--- src/rtl/uart_pkg.sv ---
`default_nettype none
// ============================================================================
// Module   : uart_pkg
// Purpose  : Shared UART rate/parity codes, 16x divisors and receiver states.
// Revision : 1.0
// ============================================================================
package uart_pkg;

    typedef enum logic [1:0] {
        BAUD_2400  = 2'b00,
        BAUD_4800  = 2'b01,
        BAUD_9600  = 2'b10,
        BAUD_19200 = 2'b11
    } baud_rate_t;

    typedef enum logic [1:0] {
        PARITY_NONE     = 2'b00,
        PARITY_ODD      = 2'b01,
        PARITY_EVEN     = 2'b10,
        PARITY_NONE_ALT = 2'b11
    } parity_t;

    // 50 MHz / (16 * baud), rounded
    localparam logic [10:0] c_DIV_2400  = 11'd1302;
    localparam logic [10:0] c_DIV_4800  = 11'd651;
    localparam logic [10:0] c_DIV_9600  = 11'd326;
    localparam logic [10:0] c_DIV_19200 = 11'd163;

    typedef enum logic [2:0] {
        ST_IDLE   = 3'd0,
        ST_START  = 3'd1,
        ST_DATA   = 3'd2,
        ST_PARITY = 3'd3,
        ST_STOP   = 3'd4
    } rx_state_t;

    function automatic logic [10:0] baud_divisor(input baud_rate_t rate);
        case (rate)
            BAUD_2400:  return c_DIV_2400;
            BAUD_4800:  return c_DIV_4800;
            BAUD_9600:  return c_DIV_9600;
            default:    return c_DIV_19200;
        endcase
    endfunction

endpackage
`default_nettype wire

--- src/rtl/uart_rx_baud_gen.sv ---
`default_nettype none
// ============================================================================
// Module   : uart_rx_baud_gen
// Purpose  : 16x-oversample tick generator; held at zero while clear is high.
// Revision : 1.0
// ============================================================================
module uart_rx_baud_gen
    import uart_pkg::*;
#(
    parameter int unsigned BAUD_DIV_SHIFT = 0
) (
    input  logic       clock,
    input  logic       reset,
    input  logic       clear,
    input  baud_rate_t baud_rate,
    output logic       tick
);

    logic [10:0] r_cnt;
    logic [10:0] w_div;

    // A nonzero shift shortens every divisor equally for fast simulation.
    assign w_div = baud_divisor(baud_rate) >> BAUD_DIV_SHIFT;

    always_ff @(posedge clock) begin
        if (reset || clear) begin
            r_cnt <= '0;
            tick  <= 1'b0;
        end else if (r_cnt == w_div - 11'd1) begin
            r_cnt <= '0;
            tick  <= 1'b1;
        end else begin
            r_cnt <= r_cnt + 11'd1;
            tick  <= 1'b0;
        end
    end

endmodule
`default_nettype wire

--- src/rtl/uart_rx_unit.sv ---
`default_nettype none
// ============================================================================
// Module   : uart_rx_unit
// Purpose  : UART receiver, 8 data bits, optional odd/even parity, 1 stop bit.
// Revision : 1.0
// ============================================================================
module uart_rx_unit
    import uart_pkg::*;
#(
    parameter int unsigned BAUD_DIV_SHIFT = 0
) (
    input  logic       clock,
    input  logic       reset,
    input  logic       data_rx,
    input  logic [1:0] baud_rate,
    input  logic [1:0] parity_type,
    output logic [7:0] data_out,
    output logic       data_valid,
    output logic       parity_error,
    output logic       stop_error,
    output logic       active_flag,
    output logic       done_flag
);

    logic       r_sync1;
    logic       r_sync2;
    logic       r_rx_prev;
    logic [1:0] r_settle;
    logic       r_armed;
    rx_state_t  r_state;
    baud_rate_t r_baud;
    parity_t    r_parity;
    logic [3:0] r_tick_cnt;
    logic [2:0] r_bit_cnt;
    logic [7:0] r_shift;
    logic       r_par_err;
    logic       r_stop_bit;
    logic       r_finish;

    logic       w_tick;
    logic       w_mid;
    logic       w_start_edge;
    logic       w_parity_en;
    logic       w_ones_odd;

    uart_rx_baud_gen #(
        .BAUD_DIV_SHIFT (BAUD_DIV_SHIFT)
    ) u_baud_gen (
        .clock     (clock),
        .reset     (reset),
        .clear     (r_state == ST_IDLE),
        .baud_rate (r_baud),
        .tick      (w_tick)
    );

    // Start bit is checked at its 8th tick; later bits every 16 ticks after that.
    assign w_mid        = w_tick && ((r_state == ST_START) ? (r_tick_cnt == 4'd7)
                                                           : (r_tick_cnt == 4'd15));
    assign w_start_edge = r_armed && r_rx_prev && !r_sync2;
    assign w_parity_en  = (r_parity == PARITY_ODD) || (r_parity == PARITY_EVEN);
    assign w_ones_odd   = ^{r_shift, r_sync2};

    always_ff @(posedge clock) begin
        if (reset) begin
            r_sync1      <= 1'b1;
            r_sync2      <= 1'b1;
            r_rx_prev    <= 1'b1;
            r_settle     <= '0;
            r_armed      <= 1'b0;
            r_state      <= ST_IDLE;
            r_baud       <= BAUD_2400;
            r_parity     <= PARITY_NONE;
            r_tick_cnt   <= '0;
            r_bit_cnt    <= '0;
            r_shift      <= '0;
            r_par_err    <= 1'b0;
            r_stop_bit   <= 1'b1;
            r_finish     <= 1'b0;
            data_out     <= 8'h00;
            data_valid   <= 1'b0;
            parity_error <= 1'b0;
            stop_error   <= 1'b0;
            active_flag  <= 1'b0;
            done_flag    <= 1'b0;
        end else begin
            r_sync1    <= data_rx;
            r_sync2    <= r_sync1;
            r_rx_prev  <= r_sync2;
            if (r_settle != 2'd3) r_settle <= r_settle + 2'd1;

            data_valid <= 1'b0;
            done_flag  <= 1'b0;
            r_finish   <= 1'b0;
            if (r_finish) begin
                data_out     <= r_shift;
                parity_error <= r_par_err;
                stop_error   <= ~r_stop_bit;
                data_valid   <= 1'b1;
                done_flag    <= 1'b1;
                active_flag  <= 1'b0;
            end

            if (w_tick) r_tick_cnt <= r_tick_cnt + 4'd1;

            case (r_state)
                ST_IDLE: begin
                    r_tick_cnt <= '0;
                    r_bit_cnt  <= '0;
                    // Re-arm only once the synchronizer holds real line data showing idle.
                    if (!r_armed) begin
                        if ((r_settle == 2'd3) && r_sync2) r_armed <= 1'b1;
                    end else if (w_start_edge) begin
                        r_state   <= ST_START;
                        r_baud    <= baud_rate_t'(baud_rate);
                        r_parity  <= parity_t'(parity_type);
                        r_par_err <= 1'b0;
                    end
                end
                ST_START: begin
                    if (w_mid) begin
                        r_tick_cnt <= '0;
                        if (!r_sync2) begin
                            r_state     <= ST_DATA;
                            active_flag <= 1'b1;
                        end else begin
                            r_state <= ST_IDLE;
                        end
                    end
                end
                ST_DATA: begin
                    if (w_mid) begin
                        r_shift   <= {r_sync2, r_shift[7:1]};
                        r_bit_cnt <= r_bit_cnt + 3'd1;
                        if (r_bit_cnt == 3'd7) r_state <= w_parity_en ? ST_PARITY : ST_STOP;
                    end
                end
                ST_PARITY: begin
                    if (w_mid) begin
                        r_par_err <= (r_parity == PARITY_ODD) ? ~w_ones_odd : w_ones_odd;
                        r_state   <= ST_STOP;
                    end
                end
                ST_STOP: begin
                    if (w_mid) begin
                        r_stop_bit <= r_sync2;
                        r_finish   <= 1'b1;
                        r_state    <= ST_IDLE;
                        if (!r_sync2) r_armed <= 1'b0;
                    end
                end
                default: r_state <= ST_IDLE;
            endcase
        end
    end

endmodule
`default_nettype wire
--- config.mk ---
export PLATFORM = sky130hd
export DESIGN_NAME = uart_rx_unit
export DESIGN_NICKNAME = d
export VERILOG_FILES = /design/src/rtl/uart_pkg.sv /design/src/rtl/uart_rx_baud_gen.sv /design/src/rtl/uart_rx_unit.sv
export SDC_FILE = /design/constraint.sdc
export NUM_CORES = 1
export LEC_CHECK = 0
export CAP_MARGIN = 5
export CORE_MARGIN = 2
export CORE_UTILIZATION = 35
export CTS_CLUSTER_DIAMETER = 30
export DETAILED_ROUTE_END_ITERATION = 8
export PLACE_DENSITY = 0.63
export SETUP_SLACK_MARGIN = 0.4
export SLEW_MARGIN = 20
export SYNTH_ARGS = -nofsm -noshare
export SYNTH_HDL_FRONTEND = slang
export SYNTH_SLANG_ARGS = --single-unit
--- constraint.sdc ---
create_clock -name clock -period 3.44 [get_ports clock]
set_clock_uncertainty 0.1 [all_clocks]
set_input_delay 0.688 -clock clock [delete_from_list [all_inputs] [get_ports clock]]
set_output_delay 0.688 -clock clock [all_outputs]
set_load 0.01 [all_outputs]
==> results of run 1 <==
==> metal layers <==
layer	track usage, %	share of wire, %	up-vias	wire length (um)
li1	-	-	946	-
met1	14.9	49	836	2100
met2	20.2	47	17	1990
met3	2.54	2.5	8	106
met4	4.96	1.8	0	79
met5	0	0	-	0
==> how the worst max path moves through the flow <==
stage / start / end / slack, ns / cells after the start
6_report: r_tick_cnt[0] / r_shift[1] / 1.41 / 6
5_1_grt: r_tick_cnt[0] / r_shift[3] / 1.21 / 6
4_1_cts: r_tick_cnt[0] / r_shift[1] / 1.40 / 6
3_5_place_dp: r_tick_cnt[0] / r_shift[1] / 1.39 / 6
3_3_place_gp: r_tick_cnt[0] / r_shift[2] / 1.43 / 6
2_1_floorplan: r_baud[0] / u_baud_gen.r_cnt[2] / 1.59 / 6
==> power by group through the flow <==
stage / combinational (W) / clock (W) / sequential [W]
2_1_floorplan: 0.0000925 / 0 / 0.000676
3_3_place_gp: 0.000103 / 0 / 0.000685
3_5_place_dp: 0.000104 / 0 / 0.000685
4_1_cts: 0.000104 / 0.000379 / 0.000670
5_1_grt: 0.000120 / 0.000398 / 0.000675
6_report: 0.000102 / 0.000363 / 0.000670
==> worst max-delay path, delay by kind of cell, from the launching register on <==
family,cells,cell delay [ns]
fa+ha+maj,1,0.18
simple gates,4,1.02
mux,1,0.25
flops,1,0.37
==> sequential cells by signal, indices dropped and copies added, names as in the netlist <==
register          count
active_flag           1
data_out              8
done_flag             1
parity_error          1
r_armed               1
r_baud                2
r_bit_cnt             3
r_finish              1
r_par_err             1
r_parity              2
r_rx_prev             1
r_settle              2
r_shift               8
r_state               3
r_stop_bit            1
r_sync1               1
r_sync2               1
r_tick_cnt            4
stop_error            1
u_baud_gen.r_cnt     11
u_baud_gen.tick       1
==> metrics by stage <==
stage	area (um^2)	cells	hold WS [ns]	setup slack (ns)	utilization, %
after global placement	2710	371	0.295	1.43	39.7
after global routing	2800	379	0.353	1.21	41.0
after detailed placement	2710	371	0.302	1.39	39.7
final	2800	379	0.328	1.41	41.0
after CTS	2800	379	0.334	1.40	41.0
after floorplan	2470	268	0.289	1.59	-
==> cell families (layout without fill, tap and decap cells) <==
group	after synthesis	count (layout)
buf+inv	21	36
flops	55	55
fa+ha+maj	6	6
compound gates	28	28
mux	26	26
xor+xnor	22	22
simple gates	110	110
==> cell usage in the layout, fill, tap and decap left out, drive strengths merged, types with 3 or more instances in the layout <==
| master | instances |
|---|---|
| xnor2 | 14 |
| mux2i | 25 |
| o21ai | 7 |
| or2 | 3 |
| xor2 | 7 |
| nand4 | 3 |
| and3 | 3 |
| nor3b | 4 |
| inv | 7 |
| nand3 | 11 |
| nor2b | 3 |
| nor3 | 13 |
| ha | 6 |
| clkbuf | 7 |
| nor2 | 50 |
| nand2 | 13 |
| dfxtp | 55 |
| clkdlybuf4s50 | 19 |
| a21oi | 7 |
==> layout make-up <==
type | instances | area, um^2
fill | 733 | 4030
timing repair buffer | 21 | 205
clock inverter | 1 | 8.76
sequential | 55 | 1100
multi-input combinational | 192 | 1260
inverter | 7 | 26.3
clock buffer | 7 | 86.3
tap | 96 | 120
==> summary.txt, run 1 <==
Run status
  • Status: finished clean

Yosys
  • Asr flop ratio synth: 0%
  • Count leader, synth: dfxtp_1
  • Largest family of logic cells by synthesized area: simple AND/OR/NAND/NOR gates
  • Post-Syn Area: 2470 um^2
  • Top post-synthesis cells by count: dfxtp_1 (55), nor2_1 (50), mux2i_1 (25)
  • Post-synth cell types: 42
  • Area leader, netlist: dfxtp_1
  • Top FF cell, synth: dfxtp_1
  • Mean Syn Cell Area: 9.23 um^2
  • Sequential fraction of the synthesis area: 44.5%
  • Yosys top cell area share: 44.5%
  • Largest cells by area after synthesis: dfxtp_1 (44%), mux2i_1 (10%), nor2_1 (7.6%)
  • Yosys warnings: 0
  • Synth Area in Simple Gates: 21.1%
  • Seq cells post-synth: 55
  • Synth Area in XOR/XNOR: 8.34%
  • Post-synthesis mux area share: 10.6%
  • Synth Net Count: 281
  • Complex-gate fraction of the synthesized area: 7.74%
  • Post-synthesis adder-cell area fraction: 3.03%
  • Gate Count Post-Synth: 268
  • Number of enable flip-flop cells after synthesis: 0

Clock network
  • Clock sinks: 55
  • CTS tree: done
  • CTS Root Cell: clkbuf_8
  • Clk slew on worst S/H paths: 0.09 ns
  • CTS resizes: 0
  • Clock buffer depth: 2
  • CTS Hold Bufs: 0
  • CTS Buf Count: 5
  • Clock Latency Late Sink: 0.30 ns
  • Buffer count from post-CTS setup fixing: 0
  • H-Tree Depth: 2

Global routing
  • GR Util All Layers: 12.0%
  • Vias in the first global route: 1,676
  • Grt ovf: 0
  • Initial antenna violation count: 0
  • First-pass GRT wire length: 7470 um
  • Largest net degree at the start of global routing: 42

Timing
  • Worst slew margin: 61.1%
  • Peak Freq: 492 MHz
  • Setup TNS Final: 0 ns
  • Final Slew Violations: 0
  • RSZ-0062 raised after global routing: false
  • Min Tclk post-route: 2.03 ns
  • Period utilisation layout: 59.1%
  • Final setup viols: 0
  • Final Hold Fails: 0
  • Worst-Margin Slew: 0.577 ns

Critical path
  • Crit path DAT: 2.12 ns
  • Crit start category: flop
  • Worst r2r path cells: 6
  • Setup CP Type: flop to flop
  • CP max stage delay: 0.47 ns
  • Crit. End Element: flop
  • Required @ worst endpoint: 3.53 ns
  • Register-to-Register Setup Slack: 1.41 ns
  • Critical Path, Cell by Cell: ha_1, nand3_1, nor2_1, and3_1, mux2i_1, nor2_1
  • CP max stage cell: and3_1
  • Worst Path Max Fanout: 8
  • Worst reg2reg startpoint: r_tick_cnt[0]
  • Most used cell, CP: nor2_1
  • Reg-to-reg endpoint: r_shift[1]

Floorplan
  • Die width: 88.1 um
  • Initial Util: 36.2%
  • Die height: 88.1 um
  • Io pins: 20
  • Core area: 6830 um^2
  • Die ar.: 7760 um^2
  • Rows: 30

Min path
  • Cells on Worst Hold Path: 1
  • Hold Crit Start: r_sync1
  • Hold WC Path Type: flop to flop
  • Hold Path End: r_sync2

Placement
  • RePlAce Congestion: 0.789
  • Port Buffer Count: 19
  • Post-DP HPWL: 3010 um

Drt
  • Remaining antenna violation count after routing: 0
  • # DRC: 0
  • DRT Pass-1 Iters: 4
  • Vias per inst: 4.77
  • DR vias: 1,807
  • Drt initial violations: 79
  • Drt wl/cell: 11.3 um
  • Drt total wl: 4280 um

Power
  • Seq pwr share: 59.0%
  • Part of the power in the clock network: 32.0%
  • Internal power: 0.000862 W
  • Pwr/cell area: 405 nW/um^2
  • Pwr Total: 0.00114 W
  • Maximum vdd ir drop: 0.206 mV
  • Net switching power figure: 0.000274 W
  • Leakage Power: 0.962 nW
  • Sw Ratio: 24.1%
  • Comb pwr share: 9.0%

Finish
  • Area Growth Syn to Fin: 13.3%
  • # diodes: 0
  • NumNets Final: 295
  • Layout cells sized above 1: 5.65%

Flow run
  • Maxcap violations: 0
Note: power is estimated with default switching activity, not from simulation.
==> inputs of run 2 (changes only) <==
Clock period 3.44 ns to 2.1 ns, I/O delays scaled along.
==> run 2 against run 1 <==
Effect of this change: clock power is 98% higher; core utilization is 2.8 points higher; routed wire length is 10% higher; first-iteration DRC count is 22% higher; register-to-register slack worse by 1.2 ns; setup slack worse by 1.2 ns; critical path type unchanged.
==> summary.txt, run 2 (synthesis gave the netlist of run 1 again) <==
Placement
  • RePlAce Congestion: 0.845 (+7.1%)
  • Port Buffer Count: 19 (unchanged)
  • Dpl ws: 0.229 ns (-1.16 ns)
  • Dpl cell area: 2760 um^2 (+2.0%)
  • Post-DP HPWL: 3180 um (+5.8%)

Critical path
  • Crit. End Element: flop
  • Setup CP Type: flop to flop
  • Worst Path Max Fanout: 6 (-2)
  • Required @ worst endpoint: 2.19 ns (-1.34 ns)
  • Crit start category: flop
  • CP max stage cell: or4b_4
  • CP max stage delay: 0.55 ns (+0.08 ns)
  • Register-to-Register Setup Slack: 0.19 ns (-1.22 ns)
  • Crit path DAT: 2.00 ns (-0.12 ns)
  • Critical Path, Cell by Cell: or4b_4, nor3_4, a21oi_2, a2111oi_4, buf_4, nor3_1

Global routing
  • Initial antenna violation count: 0 (unchanged)
  • Vias in the first global route: 1,768 (+5.5%)
  • Largest net degree at the start of global routing: 23 (-45%)
  • GR Util All Layers: 13.0% (+0.99 points)
  • First-pass GRT wire length: 7940 um (+6.3%)
  • Grt ovf: 0 (unchanged)

Flow run
  • Maxcap violations: 0 (unchanged)

Min path
  • Hold WC Path Type: flop to flop

Clock network
  • Clk slew on worst S/H paths: 0.10 ns (about the same)
  • CTS Root Cell: clkbuf_8
  • Clock buffer depth: 2 (unchanged)
  • CTS Hold Bufs: 0 (unchanged)
  • CTS tree: done
  • Clock Latency Late Sink: 0.31 ns (about the same)
  • H-Tree Depth: 2 (unchanged)
  • CTS Buf Count: 5 (unchanged)
  • Clock sinks: 55 (unchanged)

Drt
  • Vias per inst: 4.82 (+1.1%)
  • # DRC: 0 (unchanged)
  • DRT Pass-1 Iters: 4 (unchanged)
  • DR vias: 1,870 (+3.5%)
  • Remaining antenna violation count after routing: 0 (unchanged)
  • Drt wl/cell: 12.2 um (+7.8%)
  • Drt initial violations: 96 (+22%)
  • Drt total wl: 4720 um (+10%)

Timing
  • Final setup viols: 0 (unchanged)
  • Hold Slack: 0.328 ns (+0.000417 ns)
  • Final Hold Fails: 0 (unchanged)
  • Setup TNS Final: 0 ns (unchanged)
  • Worst slew margin: 59.5% (-1.5 points)
  • RSZ-0062 raised after global routing: true
  • Final Slew Violations: 0 (unchanged)
  • Worst-Margin Slew: 0.599 ns (+0.0224 ns)
  • Period utilisation layout: 90.9% (+32 points)
  • Peak Freq: 524 MHz (+6.5%)
  • Min Tclk post-route: 1.91 ns (-0.125 ns)
  • Worst setup margin: 0.191 ns (-1.22 ns)

Finish
  • Post-route cell area: 2990 um^2 (+6.8%)
  • Most frequent cells in the layout: dfxtp_1 (50), nor2_1 (49), mux2i_1 (25)
  • Largest register by flop count: u_baud_gen.r_cnt
  • # diodes: 0 (unchanged)
  • Layout cells sized above 1: 15.8% (+10 points)
  • Leading cell type in the layout, fill and taps excluded: dfxtp_1
  • NumNets Final: 304 (+3.1%)
  • Largest register FFs: 11 (unchanged)
  • Final core occ: 43.8% (+2.8 points)
  • Top Registers: u_baud_gen.r_cnt x11, data_out x8, r_shift x8
  • Area Growth Syn to Fin: 21.0%

Power
  • Pwr/cell area: 671 nW/um^2 (+66%)
  • Leakage Power: 1.08 nW (+12%)
  • Maximum vdd ir drop: 0.372 mV (+81%)

Floorplan
  • Die height: 88.1 um (unchanged)
  • Rows: 30 (unchanged)
  • Die ar.: 7760 um^2 (unchanged)
  • Die width: 88.1 um (unchanged)
  • Initial Util: 36.2% (unchanged)
  • Core area: 6830 um^2 (unchanged)
  • Io pins: 20 (unchanged)

Run status
  • Status: finished clean
run 2: worst max-delay path: cells and delay by family, from the launching register on:
kind	cells	cell delay, ns
flip-flops	1	0.37
AO/OA/AOI/OAI	2	0.33
buffers and inverters	1	0.23
AND/OR/NAND/NOR	3	0.75
run 2: per-stage QoR:
step / std cells / power [W]
6_report: 388 / 0.00201
5_1_grt: 388 / 0.00211
4_1_cts: 386 / 0.00202
3_5_place_dp: 378 / 0.00130
3_3_place_gp: 378 / 0.00129
2_1_floorplan: 268 / 0.00126
run 2: layout make-up:
class	count	area, um^2
fill	697	3840
sequential	55	1110
multi-input combinational	192	1360
inverter	7	26.3
tap	96	120
timing repair buffer	30	260
clock inverter	3	46.3
clock buffer	5	68.8
run 2: where the power goes:
| group | internal (W) | switching, W |
|---|---|---|
| combinational | 0.0000812 | 0.000109 |
| sequential | 0.00107 | 0.0000320 |
| clock | 0.000360 | 0.000360 |
run 2: worst paths after layout:
kind	cells after the start	endpoint	from
worst max register to register	6	u_baud_gen.r_cnt[3]	r_baud[0]
worst min register to register	1	r_sync2	r_sync1
worst min-delay path	1	r_sync2	r_sync1
worst max-delay path	6	u_baud_gen.r_cnt[3]	r_baud[0]
run 2: timing repair:
item                       4_1_cts  5_1_grt
setup endpoints to repair       37       32
pin swaps                        0        7
resized for setup               15       27
gates cloned                     0        1
setup buffers                    0        1
run 2: metal layers:
metal	track usage, %	part of all wire [%]
met1	16.5	47
met2	21.0	49
met3	3.30	3.2
met4	5.51	1.1
met5	0	0
==> inputs of run 3 (changes only) <==
Settings changed: SETUP_SLACK_MARGIN 0.4 to default.
==> run 3 against run 2 <==
Effect of this change: sequential power hardly changed; critical path depth stayed put; non-clock buffer count is 1 lower; core utilization is 2.0 points lower; worst hold slack worse by 0.0039 ns; combinational power is 9% lower; clock-buffer cell count stayed put; sequential share of layout area is 1.5 points higher; critical path type unchanged; largest power group unchanged; highest routed layer unchanged.
==> summary.txt, run 3 (synthesis gave the netlist of run 1 again) <==
Run status
  • Status: finished clean

Timing
  • Final Hold Fails: 0 (unchanged)
  • Worst-Margin Slew: 0.585 ns (-0.0144 ns)
  • RSZ-0062 raised after global routing: false
  • Final setup viols: 0 (unchanged)
  • Hold Slack: 0.324 ns (-0.00394 ns)
  • Worst setup margin: 0.176 ns (-0.0149 ns)
  • Min Tclk post-route: 1.92 ns (+0.0149 ns)
  • Worst slew margin: 60.5% (+0.97 points)
  • Final Slew Violations: 0 (unchanged)
  • Peak Freq: 520 MHz (-0.78%)
  • Period utilisation layout: 91.6% (+0.71 points)
  • Setup TNS Final: 0 ns (unchanged)

Critical path
  • Required @ worst endpoint: 2.24 ns (+0.05 ns)
  • Crit. End Element: flop
  • CP max stage delay: 0.51 ns (-0.04 ns)
  • Register-to-Register Setup Slack: 0.18 ns (about the same)
  • Worst reg2reg startpoint: r_baud[0]
  • Setup CP Type: flop to flop
  • Crit start category: flop
  • Crit path DAT: 2.07 ns (+0.07 ns)
  • Worst r2r path cells: 6 (unchanged)
  • Critical Path, Cell by Cell: or4b_1, nor3_1, a21oi_1, a2111oi_2, buf_4, nor3b_2
  • CP max stage cell: or4b_1
  • Reg-to-reg endpoint: u_baud_gen.tick
  • Worst Path Max Fanout: 12 (+6)

Global routing
  • Vias in the first global route: 1,788 (+1.1%)
  • Grt ovf: 0 (unchanged)
  • Initial antenna violation count: 0 (unchanged)
  • Largest net degree at the start of global routing: 24 (+4.3%)
  • GR Util All Layers: 12.7% (-0.29 points)
  • First-pass GRT wire length: 7840 um (-1.3%)

Finish
  • Layout cells sized above 1: 8.93% (-6.8 points)
  • Fill cells: 698 (+0.14%)
  • Area Growth Syn to Fin: 15.5%
  • Largest register by flop count: u_baud_gen.r_cnt
  • Leading cell type in the layout, fill and taps excluded: dfxtp_1
  • Final core occ: 41.8% (-2.0 points)
  • Most frequent cells in the layout: dfxtp_1 (54), nor2_1 (50), mux2i_1 (25)
  • Reg area: 1100 um^2 (-0.68%)
  • Post-route cell area: 2860 um^2 (-4.6%)
  • NumNets Final: 303 (-0.33%)
  • Top Registers: u_baud_gen.r_cnt x11, data_out x8, r_shift x8
  • # diodes: 0 (unchanged)
  • Area occupied by multi-input gates: 1260 um^2 (-7.8%)
  • Largest register FFs: 11 (unchanged)

Clock network
  • CTS Hold Bufs: 0 (unchanged)
  • Clock buffer depth: 2 (unchanged)
  • Clk slew on worst S/H paths: 0.09 ns (about the same)
  • CTS Root Cell: clkbuf_8
  • CTS Buf Count: 5 (unchanged)
  • H-Tree Depth: 2 (unchanged)
  • Clock sinks: 55 (unchanged)
  • Clock Latency Late Sink: 0.31 ns (about the same)
  • CTS tree: done

Floorplan
  • Initial Util: 36.2% (unchanged)
  • Die width: 88.1 um (unchanged)
  • Rows: 30 (unchanged)
  • Io pins: 20 (unchanged)
  • Die height: 88.1 um (unchanged)
  • Die ar.: 7760 um^2 (unchanged)
  • Core area: 6830 um^2 (unchanged)

Min path
  • Hold Path End: r_sync2
  • Hold WC Path Type: flop to flop
  • Hold Crit Start: r_sync1
  • Cells on Worst Hold Path: 1 (unchanged)

Placement
  • Dpl cell area: 2770 um^2 (+0.23%)
  • Port Buffer Count: 19 (unchanged)
  • RePlAce Congestion: 0.821 (-2.8%)
  • Dpl ws: 0.166 ns (-0.0633 ns)
  • Post-DP HPWL: 3100 um (-2.6%)

Drt
  • Drt initial violations: 41 (-57%)
  • Drt wl/cell: 11.1 um (-8.6%)
  • Vias per inst: 4.69 (-2.6%)
  • DRT Pass-1 Iters: 4 (unchanged)
  • Drt total wl: 4300 um (-8.9%)
  • DR vias: 1,816 (-2.9%)
  • # DRC: 0 (unchanged)
  • Remaining antenna violation count after routing: 0 (unchanged)

Power
  • Leakage Power: 1.00 nW (-7.1%)
  • Pwr/cell area: 647 nW/um^2 (-3.7%)
  • Maximum vdd ir drop: 0.408 mV (+9.5%)

Flow run
  • Maxcap violations: 0 (unchanged)
-- run 3: cell types whose count changed in the layout (fill, tap and decap cells not counted), moves of 2 or more --
cell,change
nor3_4,-2
clkinv_2,+2
clkdlybuf4s50_1,+13
nand3_2,-2
nand3_1,+3
dfxtp_2,-3
dlygate4sd2_1,-13
dfxtp_1,+4
nor3_1,+4
nor3_2,-2
-- run 3: area by class of cell --
type | count | area share [%]
sequential | 55 | 38.6
timing repair buffer | 29 | 9.28
multi-input combinational | 192 | 44.0
inverter | 7 | 0.919
tap | 96 | 4.20
clock inverter | 3 | 0.657
clock buffer | 5 | 2.41
-- run 3: worst max-delay path, delay by kind of cell (launching register included) --
| kind | cells | cell delay (ns) |
|---|---|---|
| AO/OA/AOI/OAI | 2 | 0.34 |
| flip-flops | 1 | 0.35 |
| AND/OR/NAND/NOR | 3 | 0.81 |
| buffers and inverters | 1 | 0.24 |
-- run 3: timing repair --
item                       CTS  global route
setup endpoints to repair    0             1
gates resized for setup      0             1
buffers inserted             0             0
-- run 3: worst max path at each step --
stage                              startpoint                   to  slack, ns  depth (start not counted)
final                               r_baud[0]      u_baud_gen.tick       0.18                          6
after global routing      u_baud_gen.r_cnt[9]      u_baud_gen.tick       0.02                          6
after CTS                           r_baud[0]      u_baud_gen.tick       0.14                          6
after detailed placement            r_baud[0]      u_baud_gen.tick       0.17                          6
after global placement              r_baud[0]      u_baud_gen.tick       0.20                          6
after floorplan                     r_baud[0]  u_baud_gen.r_cnt[2]       0.25                          6
-- run 3: metal layers --
layer / vias up / GRT usage (%) / part of all wire (%)
met5: - / 0 / 0
met4: 0 / 4.41 / 1.6
met3: 7 / 3.49 / 2.4
met2: 17 / 20.9 / 48
met1: 831 / 16.1 / 48
li1: 961 / - / -
-- run 3: per-stage QoR --
stage          std cells  power [W]
6_report             387    0.00185
3_3_place_gp         379    0.00129
2_1_floorplan        268    0.00126
5_1_grt              387    0.00195
3_5_place_dp         379    0.00130
4_1_cts              387    0.00188
-- run 3: power by group --
group	total, W	switching, W	internal, W
combinational	0.000172	0.0000971	0.0000750
clock	0.000578	0.000343	0.000236
sequential	0.00110	0.0000300	0.00107
total	0.00185	0.000470	0.00138
